<file path="config.mk">
export PLATFORM = sky130hd
export DESIGN_NAME = branch_pc_unit
export DESIGN_NICKNAME = d
export VERILOG_FILES = /design/src/rtl/branch_pc_unit_pkg.sv /design/src/rtl/branch_pc_unit_branch_decide.sv /design/src/rtl/branch_pc_unit.sv
export SDC_FILE = /design/constraint.sdc
export NUM_CORES = 1
export LEC_CHECK = 0
export ABC_AREA = 1
export CAP_MARGIN = 10
export CORE_MARGIN = 2
export CORE_UTILIZATION = 35
export CTS_CLUSTER_SIZE = 24
export DETAILED_ROUTE_END_ITERATION = 6
export GPL_TIMING_DRIVEN = 0
export PLACE_DENSITY = 0.58
export SYNTH_ARGS = -nofsm -noshare
export SYNTH_HDL_FRONTEND = slang
export SYNTH_SLANG_ARGS = --single-unit
export TNS_END_PERCENT = 10
</file>
<file path="constraint.sdc">
create_clock -name clk -period 3.7 [get_ports clk]
set_input_delay 0.74 -clock clk [delete_from_list [all_inputs] [get_ports clk]]
set_output_delay 0.74 -clock clk [all_outputs]
set_load 0.005 [all_outputs]
</file>
<file path="src/rtl/branch_pc_unit_pkg.sv">
// Shared constants for the branch/PC unit: funct3 codes, FSM encoding, fetch step.
// Latency: n/a (types and constants only).
// Backpressure: n/a.
package branch_pc_unit_pkg;

  localparam logic [2:0] F3_BEQ  = 3'b000;
  localparam logic [2:0] F3_BNE  = 3'b001;
  localparam logic [2:0] F3_BLT  = 3'b100;
  localparam logic [2:0] F3_BGE  = 3'b101;
  localparam logic [2:0] F3_BLTU = 3'b110;
  localparam logic [2:0] F3_BGEU = 3'b111;

  localparam logic [31:0] PC_STEP = 32'd4;

  // Flush counter width; covers FLUSH_CYCLES up to 7.
  localparam int CNT_W = 3;

  typedef enum logic {
    ST_RUN   = 1'b0,
    ST_FLUSH = 1'b1
  } state_e;

endpackage

</file>
<file path="src/rtl/branch_pc_unit_branch_decide.sv">
// Branch condition decode: funct3 + comparator flags -> taken/illegal, plus BrUn select.
// Latency: purely combinational.
// Backpressure: none; result is valid whenever inputs are.
module branch_decide
  import branch_pc_unit_pkg::*;
(
  input  logic [2:0] funct3_i,
  input  logic       br_lt_i,
  input  logic       br_eq_i,
  output logic       br_un_o,
  output logic       taken_o,
  output logic       illegal_o
);

  // Unsigned compare is selected by funct3[1] (BLTU/BGEU); 010/011 also set it but are illegal anyway.
  assign br_un_o = funct3_i[1];

  // Map funct3 to the comparator flag it depends on; 010/011 never take.
  always_comb begin
    taken_o   = 1'b0;
    illegal_o = 1'b0;
    case (funct3_i)
      F3_BEQ:           taken_o = br_eq_i;
      F3_BNE:           taken_o = ~br_eq_i;
      F3_BLT, F3_BLTU:  taken_o = br_lt_i;
      F3_BGE, F3_BGEU:  taken_o = ~br_lt_i;
      default:          illegal_o = 1'b1;
    endcase
  end

endmodule

</file>
<file path="src/rtl/branch_pc_unit.sv">
// Fetch PC owner: resolves EX branches/jumps (predict-not-taken), redirects and flushes IF/ID.
// Latency: redirect target on pc one cycle after taken; flush held FLUSH_CYCLES cycles.
// Backpressure: stall holds pc except when a redirect lands; stall never pauses the flush count.
// Optional: define BRANCH_STATS_EN to add br_total/br_taken conditional-branch counters.
module branch_pc_unit
  import branch_pc_unit_pkg::*;
#(
  parameter logic [31:0] RESET_PC     = 32'h0000_0000,
  parameter int          FLUSH_CYCLES = 2
) (
  input  logic        clk,
  input  logic        rst,
  input  logic        stall,
  input  logic        ex_valid,
  input  logic        ex_is_branch,
  input  logic        ex_is_jal,
  input  logic        ex_is_jalr,
  input  logic [2:0]  ex_funct3,
  input  logic [31:0] ex_pc,
  input  logic [31:0] ex_imm,
  input  logic [31:0] ex_rs1,
  input  logic        BrLT,
  input  logic        BrEQ,
  output logic        BrUn,
  output logic [31:0] pc,
  output logic        taken,
  output logic        redirect,
  output logic        flush,
  output logic        illegal_br,
  output logic        misalign
`ifdef BRANCH_STATS_EN
  ,
  output logic [31:0] br_total,
  output logic [31:0] br_taken
`endif
);

  localparam logic [CNT_W-1:0] CNT_INIT = CNT_W'(FLUSH_CYCLES - 1);

  state_e           state_q, state_d;
  logic [CNT_W-1:0] cnt_q, cnt_d;
  logic [31:0]      pc_q, pc_d;
  logic             redirect_q, redirect_d;
  logic             illegal_q, illegal_d;
  logic             misalign_q, misalign_d;

  logic             br_cond;
  logic             br_illegal;
  logic             ex_live;
  logic [31:0]      target;
  logic             redir_go;

  branch_decide u_decide (
    .funct3_i  (ex_funct3),
    .br_lt_i   (BrLT),
    .br_eq_i   (BrEQ),
    .br_un_o   (BrUn),
    .taken_o   (br_cond),
    .illegal_o (br_illegal)
  );

  // EX contents are wrong-path while flushing, so only trust them in RUN.
  assign ex_live = ex_valid & (state_q == ST_RUN);

  // Target adder and taken resolution; JALR clears bit 0 of its sum.
  always_comb begin
    if (ex_is_jalr && !ex_is_branch && !ex_is_jal) begin
      target = (ex_rs1 + ex_imm) & ~32'h1;
    end else begin
      target = ex_pc + ex_imm;
    end
    taken    = ex_live & (ex_is_branch ? br_cond : (ex_is_jal | ex_is_jalr));
    redir_go = taken & ~target[1];
  end

  // FSM next state: enter FLUSH on an aligned redirect, count down, then return to RUN.
  always_comb begin
    state_d = state_q;
    cnt_d   = cnt_q;
    case (state_q)
      ST_RUN: begin
        if (redir_go) begin
          state_d = ST_FLUSH;
          cnt_d   = CNT_INIT;
        end
      end
      ST_FLUSH: begin
        if (cnt_q == '0) begin
          state_d = ST_RUN;
        end else begin
          cnt_d = cnt_q - 1'b1;
        end
      end
      default: begin
        state_d = ST_RUN;
        cnt_d   = '0;
      end
    endcase
  end

  // Datapath next state: redirect beats stall, stall beats sequential fetch.
  always_comb begin
    if (redir_go) begin
      pc_d = target;
    end else if (stall) begin
      pc_d = pc_q;
    end else begin
      pc_d = pc_q + PC_STEP;
    end
    redirect_d = redir_go;
    illegal_d  = ex_live & ex_is_branch & br_illegal;
    misalign_d = misalign_q | (taken & target[1]);
  end

  // State and output registers.
  always_ff @(posedge clk or posedge rst) begin
    if (rst) begin
      state_q    <= ST_RUN;
      cnt_q      <= '0;
      pc_q       <= RESET_PC;
      redirect_q <= 1'b0;
      illegal_q  <= 1'b0;
      misalign_q <= 1'b0;
    end else begin
      state_q    <= state_d;
      cnt_q      <= cnt_d;
      pc_q       <= pc_d;
      redirect_q <= redirect_d;
      illegal_q  <= illegal_d;
      misalign_q <= misalign_d;
    end
  end

  assign pc         = pc_q;
  assign redirect   = redirect_q;
  assign flush      = (state_q == ST_FLUSH);
  assign illegal_br = illegal_q;
  assign misalign   = misalign_q;

`ifdef BRANCH_STATS_EN
  logic [31:0] total_q;
  logic [31:0] taken_cnt_q;
  logic        br_resolved;

  assign br_resolved = ex_live & ex_is_branch;

  // Conditional-branch counters; taken count includes misaligned targets.
  always_ff @(posedge clk or posedge rst) begin
    if (rst) begin
      total_q     <= '0;
      taken_cnt_q <= '0;
    end else begin
      if (br_resolved) begin
        total_q <= total_q + 32'd1;
      end
      if (br_resolved & br_cond) begin
        taken_cnt_q <= taken_cnt_q + 32'd1;
      end
    end
  end

  assign br_total = total_q;
  assign br_taken = taken_cnt_q;
`endif

endmodule

</file>
# Word level (Yosys, flattened, before mapping)
# Cells that the tools add are included.
classes:
  add_sub_neg: 4
  multipliers: 0
  n_div: 0
  order_cmp: 0
  eq_ne: 8
  shifts: 0
  muxes: 12
  bitwise_logic: 12
  n_reduce_logical: 10
ops:
  columns: ["operator", "n"]
  rows:
  - ["2-to-1 mux 32 bit", 3]
  - ["adder 32 bit", 2]
  - ["adder 32 x 3 -> 32 bit, second input constant", 1]
  - ["equality test 3 bit, second input constant", 4]
  - ["AND 1 bit", 6]
  - ["zero test 3 bit", 2]
  - ["2-to-1 mux 3 bit", 2]
  - ["case mux 3 bit (2 select lines)", 1]
  - ["OR reduction 6 bit", 1]
  - ["2-to-1 mux 1 bit", 4]
  - ["inequality test 2 bit, second input constant", 2]
  - ["NOT 1 bit", 4]
  - ["case mux 1 bit (4 select lines)", 1]
  - ["OR reduction 2 bit", 2]
  - ["equality test 3 x 1 -> 1 bit, second input constant", 1]
  - ["subtractor 3 x 1 -> 3 bit, second input constant", 1]
  - ["logical AND 1 bit", 2]
  - ["zero test 1 bit", 2]
  - ["inequality test 2 x 1 -> 1 bit, second input constant", 1]
  - ["bitwise OR 1 bit", 2]
  - ["case mux 1 bit (2 select lines)", 1]
  - ["AND reduction 2 bit", 1]
totals:
  regBits: 39
  latch_bits: 0
  ram_bits: 0
  romBits: 0
  output_inout_bits: 38
  mem_count: 0

# Logic depth before layout (Yosys ltp)
# Gate-level depths: netlist of the first run.
depth:
  word_depth: 8
  depth_mapped: 18
  depth_no_buf: 18

# Cells and area by module
# Synthesis of the first run repeated with hierarchy kept, for this count alone.
hier_totals:
  hier_cells: 1399
  area_unflattened_um2: 7470.9
by_module_without_submodules:
  columns: ["module", "instances", "cells_each", "area_per_inst_um2", "seq_area_each_um2"]
  rows:
  - ["branch_pc_unit", 1, 1383, 7403.4, 975.9]
  - ["branch_decide", 1, 16, 67.6, 0.0]

# Worst setup path after synthesis of the first run
# OpenSTA, ideal clock, no wires.
synth_path:
  path_type: "input port to flip-flop"
  from: "in ex_pc[0]"
  to: "reg pc_q[31] (netlist: pc[31])"
  setup_ps: 116
  t_arrival_ps: 2275
  required_ps: 3584
  path_slack_ps: 1308
  cell_stages: 9
  n_path_buf: 1
  cell_sequence: "ha_1 > fa_1 > mux2i_1 > nand2_2 > inv_2 > clkbuf_1 > nand3_1 > nand2_1 > nand2_1"
synth_via:
  elab_chain_cells: 5
  word_cells_on_any_way: 6
synth_lines:
  columns: ["element", "line_no", "rtl"]
  rows:
  - ["from (decl)", "branch_pc_unit.sv:19", "input logic [31:0] ex_pc,"]
  - ["adder 32 bit *", "branch_pc_unit.sv:70", "target = ex_pc + ex_imm;"]
  - ["2-to-1 mux 32 bit *", "branch_pc_unit.sv:67", "if (ex_is_jalr && !ex_is_branch && !ex_is_jal) begin"]
  - ["NOT 1 bit", "branch_pc_unit.sv:73", "redir_go = taken & ~target[1];"]
  - ["AND 1 bit", "branch_pc_unit.sv:73", null]
  - ["inequality test 2 x 1 -> 1 bit (no line) / 2-to-1 mux 32 bit (equally long branches)", null, null]
  - ["to (signal assigned)", "branch_pc_unit.sv:127", "pc_q <= pc_d;"]
  - ["to (decl)", "branch_pc_unit.sv:42", "logic [31:0] pc_q, pc_d;"]
# Mark *: on every way between the ends. The rest lies on a longest branch, timed or not.
# A chain may end at the register's enable or synchronous reset.

# Worst setup path in the final report of the first run
layout_path:
  from: "in ex_imm[0]"
  to: "reg pc_q[24] (netlist: pc[24])"
layout_via:
  elab_chain_cells: 5
  word_cells_on_any_way: 7
layout_lines:
  columns: ["element", "line_no", "rtl"]
  rows:
  - ["from (decl)", "branch_pc_unit.sv:20", "input logic [31:0] ex_imm,"]
  - ["adder 32 bit (on tied branches)", "branch_pc_unit.sv:70, branch_pc_unit.sv:68", null]
  - ["2-to-1 mux 32 bit *", "branch_pc_unit.sv:67", null]
  - ["NOT 1 bit", "branch_pc_unit.sv:73", null]
  - ["AND 1 bit", "branch_pc_unit.sv:73", null]
  - ["inequality test 2 x 1 -> 1 bit (no line) / 2-to-1 mux 32 bit (equally long branches)", null, null]
# Marks and branches as above.

==> flow_summary.json, run 1 <==
{
  "final_cell_area_mm2": 0.008746,
  "wire_per_inst_um": 15.41,
  "post_cts_buffers": 0,
  "ctsHoldBuffers": 0,
  "drv_slew": 0,
  "core.rowCount": 51,
  "switching_share_pct": 46.98,
  "crit_type": "in2reg",
  "die_w_um": 143.6,
  "relSlewSlack_pct": 43.96,
  "worst_ep_arrival_time_ns": 3.33,
  "layout.nets": 1546,
  "grt_first_pass_wirelength_um": 40630,
  "numClockSinks": 39,
  "syn-cell-area_mm2": 0.006818,
  "hold_violations": 0,
  "comb_power_share_pct": 61.0,
  "fp.dieH_um": 143.6,
  "drt_iter0_markers": 545,
  "period_minus_slack_ns": 3.142,
  "max-cap-violations": 0,
  "setup_tns_ns": 0,
  "ios": 146,
  "ys_async_sr_fraction_pct": 100.0,
  "ctsResizeCount": 0,
  "dp_hpwl_um": 21490,
  "root_buffer": "clkbuf_16",
  "ys_ff_latch": 39,
  "worstSetupEndpointType": "flip-flop",
  "period_share_pct": 84.91,
  "start_util_pct": 35.38,
  "internal_power_uw": 1749,
  "seqPwrFrac_pct": 25.8,
  "syn_avg_cell_area_um2": 5.588,
  "fp.coreArea_mm2": 0.01927,
  "grt_antenna_before_repair": 0,
  "via_per_inst": 5.042,
  "p_per_area_mw_per_mm2": 377.2,
  "setup_viol": 0,
  "leakage_uw": 0.004355,
  "cts_made_buffers": 5,
  "ys_seq_area_share_pct": 14.31,
  "rsz0062_at_grt": "false",
  "timing.fmax_mhz": 318.3,
  "syn-num-nets": 1394,
  "drtAntennaViolNets": 0,
  "pwr-share-clk_pct": 13.2,
  "n_fill_cell": 2176,
  "cts_tree": "built",
  "synth_cell_types": 45,
  "syn_inst": 1220,
  "synth_edf_count": 0,
  "syn_to_final_growth_pct": 28.28,
  "grt-ovfl-total": 0,
  "io_buffers": 145,
  "path_clk_slew_ns": 0.06,
  "ys.flop_type": "dfrtp_1",
  "grt_max_degree": 40,
  "drc": 0,
  "whs_ns": 0.4665,
  "die_area_mm2": 0.02061,
  "cts.htree.levels": 2,
  "ys_warn_count": 0,
  "hp-class": "reg2reg",
  "antennaDiodeCount": 0,
  "drive_gt1_share_pct": 2.913,
  "fin_skew_ns": 0.005458,
  "first_pass_iters": 5,
  "grt_pass1_vias": 7764,
  "clk_latency_ns": 0.29,
  "status": "completed",
  "postPlaceCellArea_mm2": 0.008601,
  "vdd_drop_max_mv": 0.1961,
  "startpoint_type": "input port",
  "worstMarginPinSlew_ns": 0.8393,
  "switching_power_uw": 1550,
  "grt_usage_pct": 25.11,
  "worstPathRequired_ns": 3.88,
  "reg2reg_depth": 11,
  "power.total_uw": 3299,
  "min_path_cells": 2,
  "routabilityCongestion": 0.9826,
  "crit_fanout": 10,
  "routed_wl_um": 25240,
  "reg2reg_slack_ns": 1.51,
  "vias": 8259,
  "cts_buffer_depth": 2
}
==> stage by stage <==
stage | instances | worst slack (ns) | util [%]
finish | 1638 | 0.5585 | 45.38
floorplan | 1220 | 1.308 | -
CTS | 1638 | 0.5837 | 45.38
global route | 1638 | 0.4228 | 45.38
detailed placement | 1630 | 0.2921 | 44.63
global placement | 1630 | 0.2467 | 44.63
==> registers in the layout, indices dropped and copies added, names as in the netlist <==
register    flops
misalign        1
pc             32
cnt_q           3
redirect        1
flush           1
illegal_br      1
==> routing by layer <==
layer	vias to the layer above	track usage, %	routed length (µm)
li1	4274	-	-
met1	3685	34.79	11750
met2	262	41.60	11270
met3	38	2.666	1585
met4	0	6.553	631
met5	-	0	0
==> power groups by stage <==
stage | registers, µW | logic [µW] | clock network (µW)
global placement | 858 | 1980 | 0
finish | 852 | 2010 | 436
floorplan | 810 | 1170 | 0
global route | 885 | 2270 | 464
detailed placement | 862 | 2000 | 0
CTS | 855 | 2010 | 442
==> cell families after synthesis <==
family	Yosys count	share of synthesized area [%]
XOR/XNOR	16	2.055
AND/OR/NAND/NOR	707	44.74
buffers and inverters	204	11.38
multiplexers	1	0.1468
flip-flops	39	14.31
adder cells (fa/ha/maj)	66	12.33
AO/OA/AOI/OAI	187	15.03
==> cell type report <==
cell class | instances | area, µm² | area share (%)
Buffer | 15 | 66.31 | 0.7582
Inverter | 189 | 709.4 | 8.112
Timing Repair Buffer | 145 | 1451 | 16.60
Sequential cell | 39 | 975.9 | 11.16
Clock buffer | 5 | 125.1 | 1.431
Tap cell | 265 | 331.6 | 3.791
Clock inverter | 3 | 20.02 | 0.2289
Multi-Input combinational cell | 977 | 5066 | 57.93
==> synthesized netlist by cell type (5+ instances only) <==
| cell | count | area, µm² |
|---|---|---|
| o21bai_1 | 14 | 105.1 |
| o211ai_1 | 8 | 60.06 |
| nand4_1 | 13 | 81.33 |
| a21oi_1 | 88 | 440.4 |
| nor2_1 | 118 | 442.9 |
| xor2_1 | 10 | 87.58 |
| clkbuf_1 | 7 | 26.28 |
| dfrtp_1 | 39 | 975.9 |
| nor4_1 | 7 | 43.79 |
| nand2_1 | 396 | 1486 |
| nand3b_1 | 15 | 112.6 |
| inv_2 | 5 | 18.77 |
| nand3_1 | 116 | 580.6 |
| buf_2 | 5 | 25.02 |
| o21ai_0 | 58 | 290.3 |
| xnor2_1 | 6 | 52.55 |
| inv_1 | 182 | 683.2 |
| ha_1 | 64 | 800.8 |
| nor3_1 | 20 | 100.1 |
| or2_2 | 7 | 43.79 |
==> placed cells by master, fill, tap and decap left out, drive strengths merged, types with 12 or more instances in the layout <==
master,count
nand2,398
inv,187
clkdlybuf4s50,145
nor2,120
nand3,119
a21oi,88
ha,64
o21ai,61
dfrtp,39
nor3,23
nand3b,15
nand4,15
o21bai,14
clkbuf,12
==> worst max-delay path, stage by stage <==
cell	delay (ns)
clkdlybuf4s50_1	0.48
ha_1	0.19
fa_1	0.43
mux2i_1	0.23
nand2_2	0.25
inv_2	0.20
clkbuf_1	0.42
nand3_1	0.23
nand2_1	0.11
inv_1	0.04
==> path summary, 6_finish.rpt <==
| kind | start | end |
|---|---|---|
| max | ex_imm[0] | pc[24] |
| min | pc[1] | pc[1] |
| max reg2reg | flush | pc[24] |
| min reg2reg | pc[1] | pc[1] |
| max in group asynchronous | rst | pc[30] |
| min in group asynchronous | rst | pc[9] |
(Power assumes the default switching activity.)
==> run 2: changes to the inputs <==
==> constraint.sdc (replaced) <==
create_clock -name clk -period 2.9 [get_ports clk]
set_input_delay 0.58 -clock clk [delete_from_list [all_inputs] [get_ports clk]]
set_output_delay 0.58 -clock clk [all_outputs]
set_load 0.005 [all_outputs]
==> flow_summary.json, run 2 (synthesis results as in run 1) <==
{
  "grt_pass1_vias": 7764,
  "power.total_uw": 4219,
  "fp.coreArea_mm2": 0.01927,
  "root_buffer": "clkbuf_16",
  "multi_input_comb_area_mm2": 0.005097,
  "relSlewSlack_pct": 44.13,
  "grt-ovfl-total": 0,
  "grt_usage_pct": 25.11,
  "layout.nets": 1546,
  "cts_made_buffers": 5,
  "cpMaxStageDelayCell": "clkdlybuf4s50_1",
  "n_fill_cell": 2176,
  "layout_common_cells": "393 x nand2_1, 181 x inv_1, 144 x clkdlybuf4s50_1, 116 x nor2_1, 115 x nand3_1",
  "ios": 146,
  "grt_max_degree": 40,
  "cts_buffer_depth": 2,
  "die_area_mm2": 0.02061,
  "post_cts_buffers": 0,
  "path_buf_inv": 3,
  "cts.htree.levels": 2,
  "drv_slew": 0,
  "grt_first_pass_wirelength_um": 40630,
  "r2r-start": "pc[2]",
  "crit_chain": "clkdlybuf4s50_1 -> ha_1 -> nand2_1 -> inv_1 -> nand2_1 -> nor3_1 -> o21ai_0 -> nand3_1 -> nand2_1 -> nand3_1 -> nand3_1 -> nand2_1 -> inv_1",
  "period_minus_slack_ns": 2.774,
  "dp_hpwl_um": 21490,
  "grt_antenna_before_repair": 0,
  "drc": 0,
  "timing.fmax_mhz": 360.5,
  "crit_type": "in2reg",
  "crit_fanout": 5,
  "startpoint_type": "input port",
  "hp-class": "reg2reg",
  "worst_slack_ns": 0.1261,
  "worstReg2RegEnd": "pc[28]",
  "core.rowCount": 51,
  "syn_to_final_growth_pct": 28.92,
  "drt_iter0_markers": 568,
  "fin_skew_ns": 0.004115,
  "worstMarginPinSlew_ns": 0.8368,
  "slowest_delay_ns": 0.49,
  "whs_ns": 0.4662,
  "vias": 8274,
  "cp_common_cell": "nand2_1",
  "clk_latency_ns": 0.29,
  "cpLargestDelayFamily": "simple AND/OR/NAND/NOR gates",
  "path_clk_slew_ns": 0.06,
  "reg2reg_depth": 10,
  "worst_ep_arrival_time_ns": 2.96,
  "worstSetupEndpointType": "flip-flop",
  "p_per_area_mw_per_mm2": 480.1,
  "via_per_inst": 5.051,
  "cts_tree": "built",
  "largest_reg_flops": 32,
  "ctsHoldBuffers": 0,
  "numClockSinks": 39,
  "rsz0062_at_grt": "true",
  "layout_commonest_cell": "nand2_1",
  "crit_end": "pc[24]",
  "drive_gt1_share_pct": 3.860,
  "place_inst": 1630,
  "max-cap-violations": 0,
  "drtAntennaViolNets": 0,
  "first_pass_iters": 5,
  "startpoint": "ex_imm[23]",
  "start_util_pct": 35.38,
  "routabilityCongestion": 0.9826,
  "status": "completed",
  "routed_wl_um": 25360,
  "path_depth": 13,
  "hold_violations": 0,
  "worstPathRequired_ns": 3.09,
  "period_share_pct": 95.65,
  "antennaDiodeCount": 0,
  "wire_per_inst_um": 15.48,
  "seq_area_um2": 975.9,
  "vdd_drop_max_mv": 0.2501,
  "leakage_uw": 0.004377,
  "io_buffers": 145,
  "reg2reg_slack_ns": 0.75,
  "fp.dieH_um": 143.6,
  "post-place-ws_ns": -0.3479,
  "fin_cells": 1638,
  "setup_viol": 0,
  "setup_tns_ns": 0,
  "die_w_um": 143.6
}
-- run 2: cell types whose count changed in the layout (fill, tap and decap cells not counted), moves of 2 or more --
| cell | change |
|---|---|
| nor2_2 | +2 |
| nand2_2 | +3 |
| nand2_1 | -3 |
| o21ai_1 | +2 |
| clkbuf_2 | +4 |
| o21ai_0 | -3 |
| clkbuf_1 | -3 |
| nor2_1 | -2 |
-- run 2: metrics by stage --
stage,instance area (µm²),util (%)
floorplan,6818,-
detailed placement,8601,44.63
finish,8790,45.61
CTS,8750,45.40
global placement,8601,44.63
global route,8790,45.61
-- run 2: how the worst min path moves through the flow --
stage | cells past startpoint | endpoint | slack (ns) | startpoint
finish | 2 | pc[1] | 0.47 | pc[1]
global route | 2 | pc[1] | 0.51 | pc[1]
CTS | 2 | pc[1] | 0.47 | pc[1]
detailed placement | 2 | pc[1] | 0.46 | pc[1]
global placement | 2 | pc[1] | 0.45 | pc[1]
floorplan | 2 | pc[1] | 0.46 | pc[1]
-- run 2: final cells by class --
type / count / share of cell area [%]
Clock inverter: 3 / 0.2278
Timing Repair Buffer: 145 / 16.54
Tap cell: 265 / 3.772
Multi-Input combinational cell: 977 / 57.99
Inverter: 189 / 8.100
Clock buffer: 5 / 1.423
Buffer: 15 / 0.8399
Sequential cell: 39 / 11.10
-- run 2: tightest hold or removal path, delay by kind of cell, from the launching register on --
| kind | cells | cell delay [ns] |
|---|---|---|
| buf+inv | 1 | 0.04 |
| simple gates | 1 | 0.05 |
| flops | 1 | 0.34 |
-- run 2: power breakdown --
group,switching [µW],total [µW],leakage (µW),internal (µW)
clock,237,554,0.0000658,317
sequential,312,1090,0.000452,776
combinational,1430,2580,0.00386,1150
-- run 2: per-layer routing --
metal  part of all wire, %  up-vias  track usage, %
li1                      -     4268               -
met5                     0        -               0
met4                   2.5        0           6.553
met2                    45      275           41.60
met3                   6.4       37           2.666
met1                    47     3694           34.79
-- run 2: repair_timing --
| action | 4_1_cts | 5_1_grt |
|---|---|---|
| pin swaps | 0 | 1 |
| gates resized for setup | 2 | 19 |
| setup endpoints to repair | 3 | 13 |
==> run 3: changes to the inputs <==
--- a/config.mk
+++ b/config.mk
@@ -13,6 +13,8 @@
 export DETAILED_ROUTE_END_ITERATION = 6
 export GPL_TIMING_DRIVEN = 0
 export PLACE_DENSITY = 0.58
+export RECOVER_POWER = 50
+export SKIP_CTS_REPAIR_TIMING = 1
 export SYNTH_ARGS = -nofsm -noshare
 export SYNTH_HDL_FRONTEND = slang
 export SYNTH_SLANG_ARGS = --single-unit
==> flow_summary.json, run 3 (synthesis results as in run 1) <==
{
  "worst_ep_arrival_time_ns": 2.98,
  "setup_viol": 0,
  "first_pass_iters": 6,
  "drc": 0,
  "grt_max_degree": 40,
  "cpMaxStageDelayCell": "clkdlybuf4s50_1",
  "fp.coreArea_mm2": 0.01927,
  "crit_type": "in2reg",
  "reg2reg_depth": 10,
  "period_share_pct": 96.24,
  "grt_usage_pct": 25.11,
  "reg2reg_slack_ns": 0.74,
  "via_per_inst": 5.046,
  "root_buffer": "clkbuf_16",
  "period_minus_slack_ns": 2.791,
  "relSlewSlack_pct": -2.064,
  "fin_cells": 1638,
  "cts_tree": "built",
  "worstMarginPinSlew_ns": 1.529,
  "cts_made_buffers": 5,
  "layout_common_cells": "394 x nand2_1, 182 x inv_1, 127 x clkdlybuf4s50_1, 115 x nand3_1, 114 x nor2_1",
  "worstReg2RegEnd": "pc[28]",
  "hold_violations": 0,
  "startpoint_type": "input port",
  "violations": "max-capacitance violations, max-slew violations",
  "min_from": "pc[1]",
  "p_per_area_mw_per_mm2": 476.3,
  "slowest_delay_ns": 0.49,
  "ios": 146,
  "hp-class": "reg2reg",
  "fp.dieH_um": 143.6,
  "antennaDiodeCount": 0,
  "setup_tns_ns": 0,
  "r2r-start": "pc[2]",
  "min_path_cells": 2,
  "worstPathRequired_ns": 3.08,
  "wire_per_inst_um": 15.43,
  "grt_antenna_before_repair": 0,
  "place_inst": 1630,
  "crit_chain": "clkdlybuf4s50_1 -> ha_1 -> nand2_1 -> inv_1 -> nand2_1 -> nor3_1 -> o21ai_0 -> nand3_1 -> nand2_1 -> nand3_1 -> nand3_1 -> nand2_1 -> inv_1",
  "core.rowCount": 51,
  "drtAntennaViolNets": 0,
  "grt_first_pass_wirelength_um": 40630,
  "cpLargestDelayFamily": "simple AND/OR/NAND/NOR gates",
  "hold-path-endpoint": "pc[1]",
  "dp_hpwl_um": 21490,
  "path_clk_slew_ns": 0.06,
  "die_w_um": 143.6,
  "largest_reg_flops": 32,
  "layout.nets": 1546,
  "cts_buffer_depth": 2,
  "rsz0062_at_grt": "true",
  "fin_skew_ns": 0.004023,
  "grt-ovfl-total": 0,
  "status": "finished with violations",
  "vdd_drop_max_mv": 0.2496,
  "vias": 8266,
  "crit_fanout": 5,
  "syn_to_final_growth_pct": 28.83,
  "worstSetupEndpointType": "flip-flop",
  "routabilityCongestion": 0.9826,
  "drv_slew": 40,
  "timing.fmax_mhz": 358.3,
  "grt_pass1_vias": 7764,
  "layout_commonest_cell": "nand2_1",
  "die_area_mm2": 0.02061,
  "path_buf_inv": 3,
  "drive_gt1_share_pct": 3.642,
  "numClockSinks": 39,
  "start_util_pct": 35.38,
  "clk_latency_ns": 0.29,
  "routed_wl_um": 25280,
  "leakage_uw": 0.004397,
  "cts.htree.levels": 2,
  "max-cap-violations": 1,
  "drt_iter0_markers": 565,
  "cp_common_cell": "nand2_1",
  "io_buffers": 145
}
## run 3: worst max path at each step
stage	start	end	slack, ns	cells past startpoint
global placement	ex_imm[0]	pc[24]	-0.39	10
detailed placement	ex_imm[0]	pc[24]	-0.35	10
global route	ex_imm[0]	pc[26]	-0.009	16
CTS	ex_imm[0]	pc[24]	-0.06	10
finish	ex_imm[23]	pc[24]	0.11	13
floorplan	ex_pc[0]	pc[31]	0.67	9
## run 3: per-stage QoR
step	setup slack (ns)	hold slack [ns]	instance area [µm²]	utilization [%]	total power (µW)
4_1_cts	-0.05634	0.4738	8746	45.38	4221
6_report	0.1091	0.4621	8783	45.58	4184
3_3_place_gp	-0.3933	0.4546	8601	44.63	3625
2_1_floorplan	0.6684	0.4597	6818	-	2532
3_5_place_dp	-0.3479	0.4575	8601	44.63	3653
5_1_grt	-0.008638	0.5004	8783	45.58	4601
## run 3: layout make-up
| class | count | area (µm²) |
|---|---|---|
| buffer | 15 | 73.82 |
| clock buffer | 5 | 125.1 |
| clock inverter | 3 | 20.02 |
| fill | 2177 | 10490 |
| inverter | 189 | 711.9 |
| multi-input combinational | 977 | 5091 |
| sequential | 39 | 975.9 |
| tap | 265 | 331.6 |
| timing repair buffer | 145 | 1454 |
## run 3: power by group
group	switching, µW	leakage (µW)	internal [µW]
Sequential	309	0.000452	776
Clock	235	0.0000658	317
Combinational	1430	0.00388	1110
## run 3: metal layers
metal	global-route usage, %	vias to the layer above	share of wire [%]
met5	0	-	0
met4	6.553	0	2.5
met3	2.666	37	6.3
met2	41.60	280	45
met1	34.79	3677	46
li1	-	4272	-
## run 3: worst reg2reg max path, delay by kind of cell (launching register included)
family | cells | cell delay, ns
and+or+nand+nor | 8 | 1.28
DFF | 1 | 0.41
adders and majority gates | 1 | 0.22
xor gates and xnor gates | 1 | 0.20
